`config.mk`:
```
export PLATFORM = sky130hd
export DESIGN_NAME = letter_display_scanner
export DESIGN_NICKNAME = d
export VERILOG_FILES = /design/src/rtl/letter_display_scanner.sv
export SDC_FILE = /design/constraint.sdc
export NUM_CORES = 1
export LEC_CHECK = 0
export BUFFER_PORTS_ARGS = -buffer_cell sky130_fd_sc_hd__buf_2
export CAP_MARGIN = 20
export CORE_ASPECT_RATIO = 0.75
export CORE_MARGIN = 2
export CORE_UTILIZATION = 60
export CTS_CLUSTER_DIAMETER = 200
export DETAILED_ROUTE_END_ITERATION = 16
export GPL_TIMING_DRIVEN = 0
export PLACE_DENSITY_LB_ADDON = 0.25
export SYNTH_ARGS = -nofsm -noshare
export SYNTH_HDL_FRONTEND = slang
export SYNTH_SLANG_ARGS = --single-unit
```
`constraint.sdc`:
```
create_clock -name clock -period 5.22 [get_ports clock]
set_input_delay 0.522 -clock clock [delete_from_list [all_inputs] [get_ports clock]]
set_output_delay 0.522 -clock clock [all_outputs]
set_load 0.03 [all_outputs]
```
`src/rtl/letter_display_scanner.sv`:
```
// Letter history plus digit scanner for a multiplexed seven-segment display.
// Optional LETTER_BLINK_EN blinks the newest letter on digit 0.
module letter_display_scanner #(
  parameter int NUM_DIGITS  = 4,
  parameter int REFRESH_DIV = 50000,
  parameter int BLINK_DIV   = 12500000
) (
  input  logic                               clock,
  input  logic                               reset,
  input  logic                               letter_valid,
  input  logic [4:0]                         letter_in,
  output logic                               letter_ready,
  input  logic                               clear,
  output logic [4:0]                         decimal_out,
  output logic [NUM_DIGITS-1:0]              digit_en,
  output logic [$clog2(NUM_DIGITS+1)-1:0]    fill_count,
  output logic                               bad_letter
);
  localparam int IW = $clog2(NUM_DIGITS);
  localparam int CW = $clog2(REFRESH_DIV);
  localparam int FW = $clog2(NUM_DIGITS+1);
  localparam logic [4:0] BLANK = 5'd31;

  logic [NUM_DIGITS-1:0][4:0] code;
  logic [NUM_DIGITS-1:0]      vld;
  logic                       rdy_q;
  logic [CW-1:0]              cnt;
  logic [IW-1:0]              idx;
  logic                       accept, push, drop;
  logic [4:0]                 shown;

  // rdy_q holds off acceptance for the first cycle after reset release
  assign letter_ready = rdy_q & ~clear;
  assign accept       = letter_valid & letter_ready;
  assign push         = accept & (letter_in <= 5'd25);
  assign drop         = accept & (letter_in >  5'd25);

`ifdef LETTER_BLINK_EN
  localparam int BW = (BLINK_DIV > 1) ? $clog2(BLINK_DIV) : 1;
  logic [BW-1:0] bcnt;
  logic          phase;

  always_ff @(posedge clock or posedge reset) begin
    if (reset) begin
      bcnt  <= '0;
      phase <= 1'b0;
    end else if (push) begin
      bcnt  <= '0;
      phase <= 1'b0;
    end else if (bcnt == BW'(BLINK_DIV-1)) begin
      bcnt  <= '0;
      phase <= ~phase;
    end else begin
      bcnt  <= bcnt + 1'b1;
    end
  end

  always_comb begin
    shown = vld[idx] ? code[idx] : BLANK;
    if (idx == '0 && phase) shown = BLANK;
  end
`else
  always_comb shown = vld[idx] ? code[idx] : BLANK;
`endif

  always_ff @(posedge clock or posedge reset) begin
    if (reset) begin
      code        <= '0;
      vld         <= '0;
      fill_count  <= '0;
      rdy_q       <= 1'b0;
      cnt         <= '0;
      idx         <= '0;
      digit_en    <= '0;
      decimal_out <= BLANK;
      bad_letter  <= 1'b0;
    end else begin
      rdy_q      <= 1'b1;
      bad_letter <= drop;

      // scan timing runs freely; clear never disturbs it
      if (cnt == CW'(REFRESH_DIV-1)) begin
        cnt <= '0;
        idx <= (idx == IW'(NUM_DIGITS-1)) ? '0 : idx + 1'b1;
      end else begin
        cnt <= cnt + 1'b1;
      end

      if (clear) begin
        vld        <= '0;
        fill_count <= '0;
      end else if (push) begin
        code <= {code[NUM_DIGITS-2:0], letter_in};
        vld  <= {vld[NUM_DIGITS-2:0], 1'b1};
        if (fill_count != FW'(NUM_DIGITS)) fill_count <= fill_count + 1'b1;
      end

      digit_en    <= {{(NUM_DIGITS-1){1'b0}}, 1'b1} << idx;
      decimal_out <= shown;
    end
  end
endmodule

```
Word-level counts from Yosys, hierarchy flattened --
Cells that the tools add are included.
Storage, ports and cells: output and inout bits 14, flip-flop bits (word level) 56, word-level logic and storage cells 43
Cells by class: bitwise gates (word level) 5, reductions and logical operators 4, equal/unequal tests 3, add/sub/neg operators 3, multiplexer cells 12, order comparisons 3, shift operators 1
Operators with widths (number):
- $add A16 B1 Y16 const B | 1
- $eq A16 B16 Y1 const B | 1
- $mux W16 | 1
- $bmux W5 S2 | 1
- $mux W5 | 2
- $mux W3 | 3
- $mux W4 | 2
- $gt A5 B5 Y1 const B | 1
- $le A5 B5 Y1 const B | 1
- $and A1 B1 Y1 | 4
- $reduce_and A2 Y1 | 2
- $reduce_bool A2 Y1 | 2
- $shl A1 B2 Y4 const A | 1
- $add A3 B1 Y3 const B | 1
- $lt A2 B3 Y1 const B | 1
- $ne A3 B3 Y1 const B | 1
- $add A2 B1 Y2 const B | 1
- $bmux W1 S2 | 1
- $eq A2 B2 Y1 const B | 1
- $mux W2 | 1
- $mux W1 | 1
- $not A1 Y1 | 1

Depth between registers and ports, before layout --
Gate-level depths: netlist of the first run.
depth after elaboration 6, mapped depth 7, depth with buffers taken out 6

Worst setup path after synthesis of the first run --
OpenSTA, ideal clock, no wires.
path kind flip-flop to flip-flop, start point register cnt[13], end point register idx[1], arrival time 1.592 ns, slack 3.500 ns, period minus slack after synthesis 1.720 ns, cell stages (with the launch flop) 6, required time 5.093 ns, setup time 0.127 ns, path through dfrtp_1 > nand4bb_1 > or4_1 > nor3_2 > buf_6 > mux2_1
Between the ends: cells in the longest elaborated chain, start to end 1
Ends and longest elaborated chain:
- start, declared | line 27 | logic [CW-1:0] cnt;
- start signal, assigned | line 86 | cnt <= cnt + 1'b1;
- $eq A16 B16 Y1 | line 82 | if (cnt == CW'(REFRESH_DIV-1)) begin
- end signal, assigned | line 84 | idx <= (idx == IW'(NUM_DIGITS-1)) ? '0 : idx + 1'b1;
- end, declared | line 28 | logic [IW-1:0] idx;
No other way between the ends. A chain may end at the register's enable or synchronous reset.

Worst setup path in the final report of the first run --
Same ends and word-level chain as after synthesis.

==> results of run 1 <==
per-layer routing:
| layer | vias to the layer above | share of wire | global-route usage |
|---|---|---|---|
| li1 | 812 | - | - |
| met1 | 799 | 0.48 | 0.309 |
| met2 | 32 | 0.47 | 0.309 |
| met3 | 2 | 0.045 | 0.0457 |
| met4 | 0 | 0.0019 | 0.0536 |
| met5 | - | 0 | 0 |
worst min path at each step:
stage	start	to	slack [ns]
after global placement	code[19]	code[19]	0.46
final	reset	code[15]	0.15
after detailed placement	code[18]	code[18]	0.46
after floorplan	code[19]	code[19]	0.44
after global routing	reset	code[15]	0.18
after CTS	reset	code[15]	0.15
area by class of cell:
class,instances,area (um^2),share of cell area
buffer,9,43.8,0.0159
clock inverter,2,35.0,0.0127
clock buffer,6,72.6,0.0264
timing repair buffer,22,125,0.0455
inverter,8,30.0,0.0109
sequential,56,1410,0.512
tap,55,68.8,0.0250
multi-input combinational,159,968,0.352
cells in the final DEF (no fill, tap or decap), drive strengths merged, types with 4 or more instances in the layout:
cell type / netlist / routed
nand3: 7 / 7
nand4: 4 / 4
dfstp: 5 / 5
inv: 8 / 8
xnor2: 9 / 9
nand2b: 5 / 5
dfrtp: 51 / 51
nor4: 5 / 5
nand2: 71 / 71
buf: 4 / 26
a21oi: 4 / 4
nor2: 16 / 16
mux4: 6 / 6
xor2: 6 / 6
clkbuf: 5 / 11
ha: 7 / 7
registers in the layout, summed over array words and instances, names as in the netlist:
signal	count
bad_letter	1
code	20
vld	4
digit_en	4
fill_count	3
rdy_q	1
cnt	16
decimal_out	5
idx	2
through the flow:
step / power [mW] / setup WS, ns / cell area, um^2 / std cells / utilization
after floorplan: 0.572 / 3.33 / 2450 / 232 / -
after global placement: 0.594 / 2.70 / 2620 / 308 / 0.659
after detailed placement: 0.602 / 3.26 / 2640 / 309 / 0.664
after CTS: 0.875 / 3.32 / 2750 / 317 / 0.692
after global routing: 0.909 / 3.25 / 2750 / 317 / 0.692
final: 0.863 / 3.33 / 2750 / 317 / 0.692
power by group:
part / internal (mW) / switching, mW / total [mW]
Clock: 0.142 / 0.129 / 0.271
Combinational: 0.0373 / 0.0495 / 0.0868
Sequential: 0.477 / 0.0279 / 0.505
Total: 0.657 / 0.206 / 0.863
Yosys cell counts, types with 6 or more instances:
master,number,area [um^2]
dfrtp_1,51,1280
ha_1,7,87.6
inv_1,8,30.0
mux4_2,6,135
nand2_1,70,263
nand3_1,7,35.0
nor2_1,16,60.1
xnor2_1,9,78.8
xor2_1,6,52.6
critical path, delay by kind of cell, from the launching register on:
family	cells	cell delay, ns
buffers and inverters	1	0.18
multiplexers	1	0.32
flip-flops	1	0.42
AND/OR/NAND/NOR	3	0.87
cells by family (layout without fill, tap and decap cells):
kind of cell	count (synthesis)	count (layout)	share of synthesized area
DFF	56	56	0.575
buffers and inverters	17	47	0.0301
xor gates and xnor gates	15	15	0.0536
AOI/OAI and AO/OA	8	8	0.0204
other	1	1	0.00153
adders and majority gates	7	7	0.0357
muxes	8	8	0.0644
and+or+nand+nor	120	120	0.220
==> impl_metrics.toml, run 1 <==
[placed_design]
dp_hpwl_um = 3110
gp_congestion = 0.840
port_buffers = 21

[critical_path]
r2r_cells = 5
endpoint_kind = "flop"
crit_path_end = "idx[1]"
r2r-end = "idx[1]"
arrival_ns = 2.08
critPathLaunch = "cnt[13]"
r2r_slack_ns = 3.33
startpoint_type = "flop"
slowest_stage = "or4_1"
rr_startpoint = "cnt[13]"
path_cells = "nand4bb_1 > or4_1 > nor3_2 > buf_6 > mux2_1"
critPathKind = "reg2reg"
max_stage_delay_ns = 0.45
worst-path-max-fanout = 10
crit_required_ns = 5.41

[finish]
antenna_cells = 0
final_layout_size_suffix_gt1_frac = 0.179
fin_nets = 277
nFillCells = 294
area_growth_pct = 12.3

[pwr]
p_per_area_nw_per_um2 = 314
peakVddDrop_mv = 0.217
p_leak_nw = 1.34

[logic_synthesis]
synth_area_per_cell_um2 = 10.6
syn_nets = 248
yosys_warnings = 0
async_flop_share = 1.00
synth-seq-cells = 56
netlist_area_um2 = 2450
synth.distinct_cells = 35
synth-edff-count = 0
syn-instance-count = 232
synth_ff_type = "dfrtp_1"
ys_seq_area_frac = 0.575

[global_route]
grt_pass1_wl_um = 7220
grt_max_degree = 44
antenna_found_initial = 0
grt-ovfl-total = 0
grt_use_total = 0.206
grt_pass1_vias = 1557

[floorplanning]
die_area_um2 = 4620
initial_core_util = 0.616
ios = 23
coreArea_um2 = 3980
dieHeight_um = 59.3
row_count = 20
fp.dieW_um = 77.8

[cts]
cts_sinks = 56
root_buffer = "clkbuf_8"
tritoncts = "done"
clk_path_buf_depth = 2
cts_resized = 0
holdBufCountCts = 0
h-tree-depth = 2
post_cts_buffers = 0
clk_pin_slew_ns = 0.09
numCtsBuffers = 5
clock_latency_ns = 0.30

[timing]
hold_ws_ns = 0.154
tns_ns = 0
clock.fmax_mhz = 530
finalSetupViolCount = 0
rsz0062_at_grt = "false"
slew_violations = 0
timing.final.crit_share = 0.362
worstMarginPinSlew_ns = 0.543
min_period_ns = 1.89
fin_skew_ns = 0.00625
hold_violations = 0
relSlewSlack = 0.638

[min_path]
hp-class = "in2async"

[route]
antenna_left = 0
num_vias = 1645
viasPerCell = 5.19
wl_per_cell_um = 13.3
firstDrtPassIters = 5
drc_errors = 0
drtIter0Drc = 146
routed_wirelength_um = 4210

[flow_run]
drv_cap = 0

[run_status]
status = "finished clean"
(Power assumes the default switching activity.)
==> inputs of run 2 (changes only) <==
- CORE_UTILIZATION: 60 -> 58
- clock period: 5.22 -> 1.92 ns (I/O delays scaled with it)
==> impl_metrics.toml, run 2 (synthesis gave the netlist of run 1 again) <==
[critical_path]
startpoint_type = "flop"
arrival_ns = 2.06
crit_cells = 5
rr_startpoint = "cnt[13]"
critPathKind = "reg2reg"
r2r_slack_ns = 0.07
path_cells = "nand4bb_1 > or4_4 > nor3_4 > buf_4 > mux2_2"
slowest_stage = "or4_4"
max_stage_delay_ns = 0.45
critPathBufInv = 1
crit_family = "simple AND/OR/NAND/NOR gates"
r2r-end = "idx[0]"
endpoint_kind = "flop"
r2r_cells = 5
crit_required_ns = 2.13
worst-path-max-fanout = 4

[placed_design]
port_buffers = 21
place_ws_ns = 0.0878
gp_congestion = 0.851
place_inst = 309
dp_hpwl_um = 3090

[finish]
regArea_um2 = 1410
nFillCells = 342
postLayoutCoreUtil = 0.690
layout_common_cells = "nand2_1 (70), dfrtp_1 (51), buf_2 (23), nor2_1 (16), xnor2_1 (9)"
largest_reg_flops = 20
fin_nets = 281
area_growth_pct = 14.2
largestRegisters = "code: 20 flops, cnt: 16 flops, decimal_out: 5 flops"
antenna_cells = 0
final_layout_size_suffix_gt1_frac = 0.195
multiInputGateArea_um2 = 978
final_common_cell = "nand2_1"
top_register = "code"
stdcell_count = 321

[route]
num_vias = 1698
routed_wirelength_um = 4500
antenna_left = 0
wl_per_cell_um = 14.0
viasPerCell = 5.29
drtIter0Drc = 146
firstDrtPassIters = 5
drc_errors = 0

[timing]
hold_violations = 0
rsz0062_at_grt = "false"
worstMarginPinSlew_ns = 0.567
fin_skew_ns = 0.0122
clock.fmax_mhz = 540
timing.final.crit_share = 0.964
slew_violations = 0
min_period_ns = 1.85
finalWorstSetupSlack_ns = 0.0686
relSlewSlack = 0.622
finalSetupViolCount = 0

[global_route]
grt_max_degree = 36
grt_use_total = 0.215
grt-ovfl-total = 0
antenna_found_initial = 0
grt_pass1_vias = 1593
grt_pass1_wl_um = 7530

[cts]
root_buffer = "clkbuf_8"
clock_latency_ns = 0.32
tritoncts = "done"
numCtsBuffers = 5
clk_pin_slew_ns = 0.10
h-tree-depth = 2
clk_path_buf_depth = 2
cts_sinks = 56

[min_path]
hold_path_depth = 3
hp-start = "letter_in[0]"
whs_endpoint = "code[0]"
hp-class = "in2reg"

[floorplanning]
die_area_um2 = 4770
fp.dieW_um = 79.0
initial_core_util = 0.604
dieHeight_um = 60.3
ios = 23
row_count = 20
coreArea_um2 = 4050

[pwr]
peakVddDrop_mv = 0.539
p_per_area_nw_per_um2 = 855
total_power_mw = 2.39
p_leak_nw = 1.36

[run_status]
status = "finished clean"

[flow_run]
drv_cap = 0
-- run 2: changes by cell type in the layout (fill, tap and decap cells not counted), sizes merged --
cell         before  now
buf              26   29
clkinvlp          0    1
clkbuf           11   10
dlygate4sd3       0    1
-- run 2: cell type report --
type	count	area share
flip-flops and latches	56	0.503
multi-input cells	159	0.350
repair buffers	26	0.0564
clock inverters	3	0.0152
inverters	8	0.0107
plain buffers	9	0.0157
clock buffers	5	0.0246
well taps	55	0.0246
-- run 2: worst reg2reg max path, stage by stage, from the launching register on --
cell and delay, ns:
dfrtp_1 0.42, nand4bb_1 0.23, or4_4 0.45, nor3_4 0.20
buf_4 0.14, mux2_2 0.32
-- run 2: per-stage QoR --
stage	cell area, um^2	hold WS [ns]	setup TNS (ns)
floorplan	2450	0.297	0
global placement	2620	0.392	-15.46
detailed placement	2640	0.238	0
CTS	2770	0.0617	0
global route	2800	0.0756	0
finish	2800	0.0703	0
-- run 2: report_power, final --
| group | switching [mW] | internal, mW | leakage, nW | total, mW |
|---|---|---|---|---|
| Sequential | 0.0751 | 1.30 | 0.720 | 1.37 |
| Clock | 0.393 | 0.386 | 0.0541 | 0.779 |
| Combinational | 0.138 | 0.103 | 0.588 | 0.241 |
| Total | 0.606 | 1.79 | 1.36 | 2.39 |
-- run 2: what timing repair did --
action | CTS | global route
hold buffers | 1 | 0
resized for setup | 0 | 2
setup buffers | 0 | 3
setup endpoints to repair | 0 | 1
endpoints found under the hold margin | 18 | 0
-- run 2: how the worst max path moves through the flow --
| stage | from | to | slack (ns) |
|---|---|---|---|
| final | cnt[13] | idx[0] | 0.07 |
| after global routing | cnt[13] | idx[0] | 0.005 |
| after CTS | cnt[13] | idx[1] | 0.07 |
| after detailed placement | cnt[13] | idx[1] | 0.09 |
| after global placement | reset | fill_count[0] | -0.31 |
| after floorplan | cnt[13] | idx[1] | 0.20 |
-- run 2: layer usage --
layer / vias up / share of wire / GRT usage
met2: 39 / 0.44 / 0.294
met4: 0 / 0.011 / 0.0936
met5: - / 0 / 0
li1: 820 / - / -
met3: 6 / 0.050 / 0.0544
met1: 833 / 0.49 / 0.325
==> inputs of run 3 (changes only) <==
- CORE_MARGIN: 2 -> 10
==> impl_metrics.toml, run 3 (synthesis gave the netlist of run 1 again) <==
[run_status]
status = "finished clean"

[pwr]
total_power_mw = 2.21
p_leak_nw = 1.36
pwr-share-comb = 0.108
clockPowerShare = 0.271
internal_power_mw = 1.65
p_seq_frac = 0.621
p_per_area_nw_per_um2 = 795
p_sw_frac = 0.252
power.switching_uw = 557
peakVddDrop_mv = 0.614

[critical_path]
worst-path-max-fanout = 3
critPathKind = "reg2reg"
endpoint_kind = "flop"
arrival_ns = 2.04
startpoint_type = "flop"
crit_required_ns = 2.11

[global_route]
grt_max_degree = 30
grt_pass1_wl_um = 7900
gr-max-usage-layer = "met1"
use_met2 = 0.186
grt_use_total = 0.133
antenna_found_initial = 0
met3_usage = 0.0364
grt-ovfl-total = 0
grt_use_met1 = 0.198
grt_pass1_vias = 1633

[cts]
tritoncts = "done"
h-tree-depth = 2
clk_pin_slew_ns = 0.09
cts_sinks = 56
root_buffer = "clkbuf_8"
clk_path_buf_depth = 2
clock_latency_ns = 0.30
numCtsBuffers = 5

[floorplanning]
row_count = 20
dieHeight_um = 76.3
fp.dieW_um = 95.0
ios = 23
coreArea_um2 = 4050
die_area_um2 = 7250
initial_core_util = 0.604

[timing]
finalWorstSetupSlack_ns = 0.0736
hold_violations = 0
relSlewSlack = 0.598
clock.fmax_mhz = 542
hold_ws_ns = 0.0924
slew_violations = 0
rsz0062_at_grt = "false"
finalSetupViolCount = 0
worstMarginPinSlew_ns = 0.603
fin_skew_ns = 0.00810
timing.final.crit_share = 0.962
min_period_ns = 1.85

[min_path]
hp-class = "in2reg"

[finish]
top_register = "code"
largest_reg_flops = 20
layout_common_cells = "nand2_1 (70), dfrtp_1 (51), buf_2 (23), nor2_1 (16), xnor2_1 (9)"
final_common_cell = "nand2_1"
fin_nets = 283
largestRegisters = "code: 20 flops, cnt: 16 flops, decimal_out: 5 flops"
area_growth_pct = 13.3
antenna_cells = 0
nFillCells = 325
final_layout_size_suffix_gt1_frac = 0.191

[route]
num_vias = 1655
firstDrtPassIters = 5
wl_per_cell_um = 13.8
routed_wirelength_um = 4450
antenna_left = 0
viasPerCell = 5.14
drtIter0Drc = 141
drc_errors = 0

[placed_design]
port_buffers = 21
gp_congestion = 0.843
dp_hpwl_um = 3190
place_ws_ns = 0.0834

[flow_run]
drv_cap = 0
-- run 3: changes by cell type in the layout (fill, tap and decap cells not counted) --
cell,previous run,this run
buf_4,3,5
bufinv_16,1,0
clkbuf_1,5,6
clkinvlp_4,1,0
or4_1,0,1
or4_4,1,0
-- run 3: final timing paths --
path	from	end	slack, ns	cells after the start
setup / recovery	cnt[12]	idx[0]	0.07	5
min in group asynchronous	reset	code[10]	0.50	3
hold reg to reg	code[16]	code[16]	0.48	2
max in group asynchronous	reset	decimal_out[3]	0.79	4
setup reg to reg	cnt[12]	idx[0]	0.07	5
hold / removal	letter_in[0]	code[0]	0.09	3
-- run 3: power by group through the flow --
| stage | Combinational, mW | Sequential, mW | Clock (mW) |
|---|---|---|---|
| after CTS | 0.245 | 1.37 | 0.611 |
| after floorplan | 0.159 | 1.39 | 0 |
| after detailed placement | 0.241 | 1.39 | 0 |
| final | 0.239 | 1.37 | 0.598 |
| after global placement | 0.227 | 1.39 | 0 |
| after global routing | 0.279 | 1.39 | 0.657 |
-- run 3: cell type report --
class	count	area (um^2)	area share
sequential	56	1410	0.507
multi-input combinational	159	975	0.351
timing repair buffer	28	173	0.0622
clock buffer	6	72.6	0.0261
tap	55	68.8	0.0248
buffer	9	43.8	0.0158
inverter	8	30.0	0.0108
clock inverter	1	5.00	0.00180
-- run 3: metal layers --
layer,up-vias,part of all wire
li1,821,-
met1,793,0.49
met2,39,0.44
met3,2,0.057
met4,0,0.0049
met5,-,0
-- run 3: critical path: stages (launching register included) --
cell	delay [ns]
dfrtp_1	0.42
nand4bb_1	0.19
or4_1	0.46
nor3_4	0.21
buf_4	0.14
mux2_2	0.32
-- run 3: repair_timing --
action / in CTS / in global routing
hold endpoints to repair: 24 / 0
buffers inserted: 0 / 5
endpoints found under the setup margin: 0 / 1
gates resized for setup: 0 / 1
hold buffers: 1 / 0
-- run 3: through the flow --
stage	util	cell area [um^2]	setup TNS (ns)	instances
after detailed placement	0.652	2640	0	309
final	0.685	2780	0	322
after floorplan	-	2450	0	232
after global placement	0.647	2620	-14.35	308
after CTS	0.674	2730	0	317
after global routing	0.685	2780	0	322
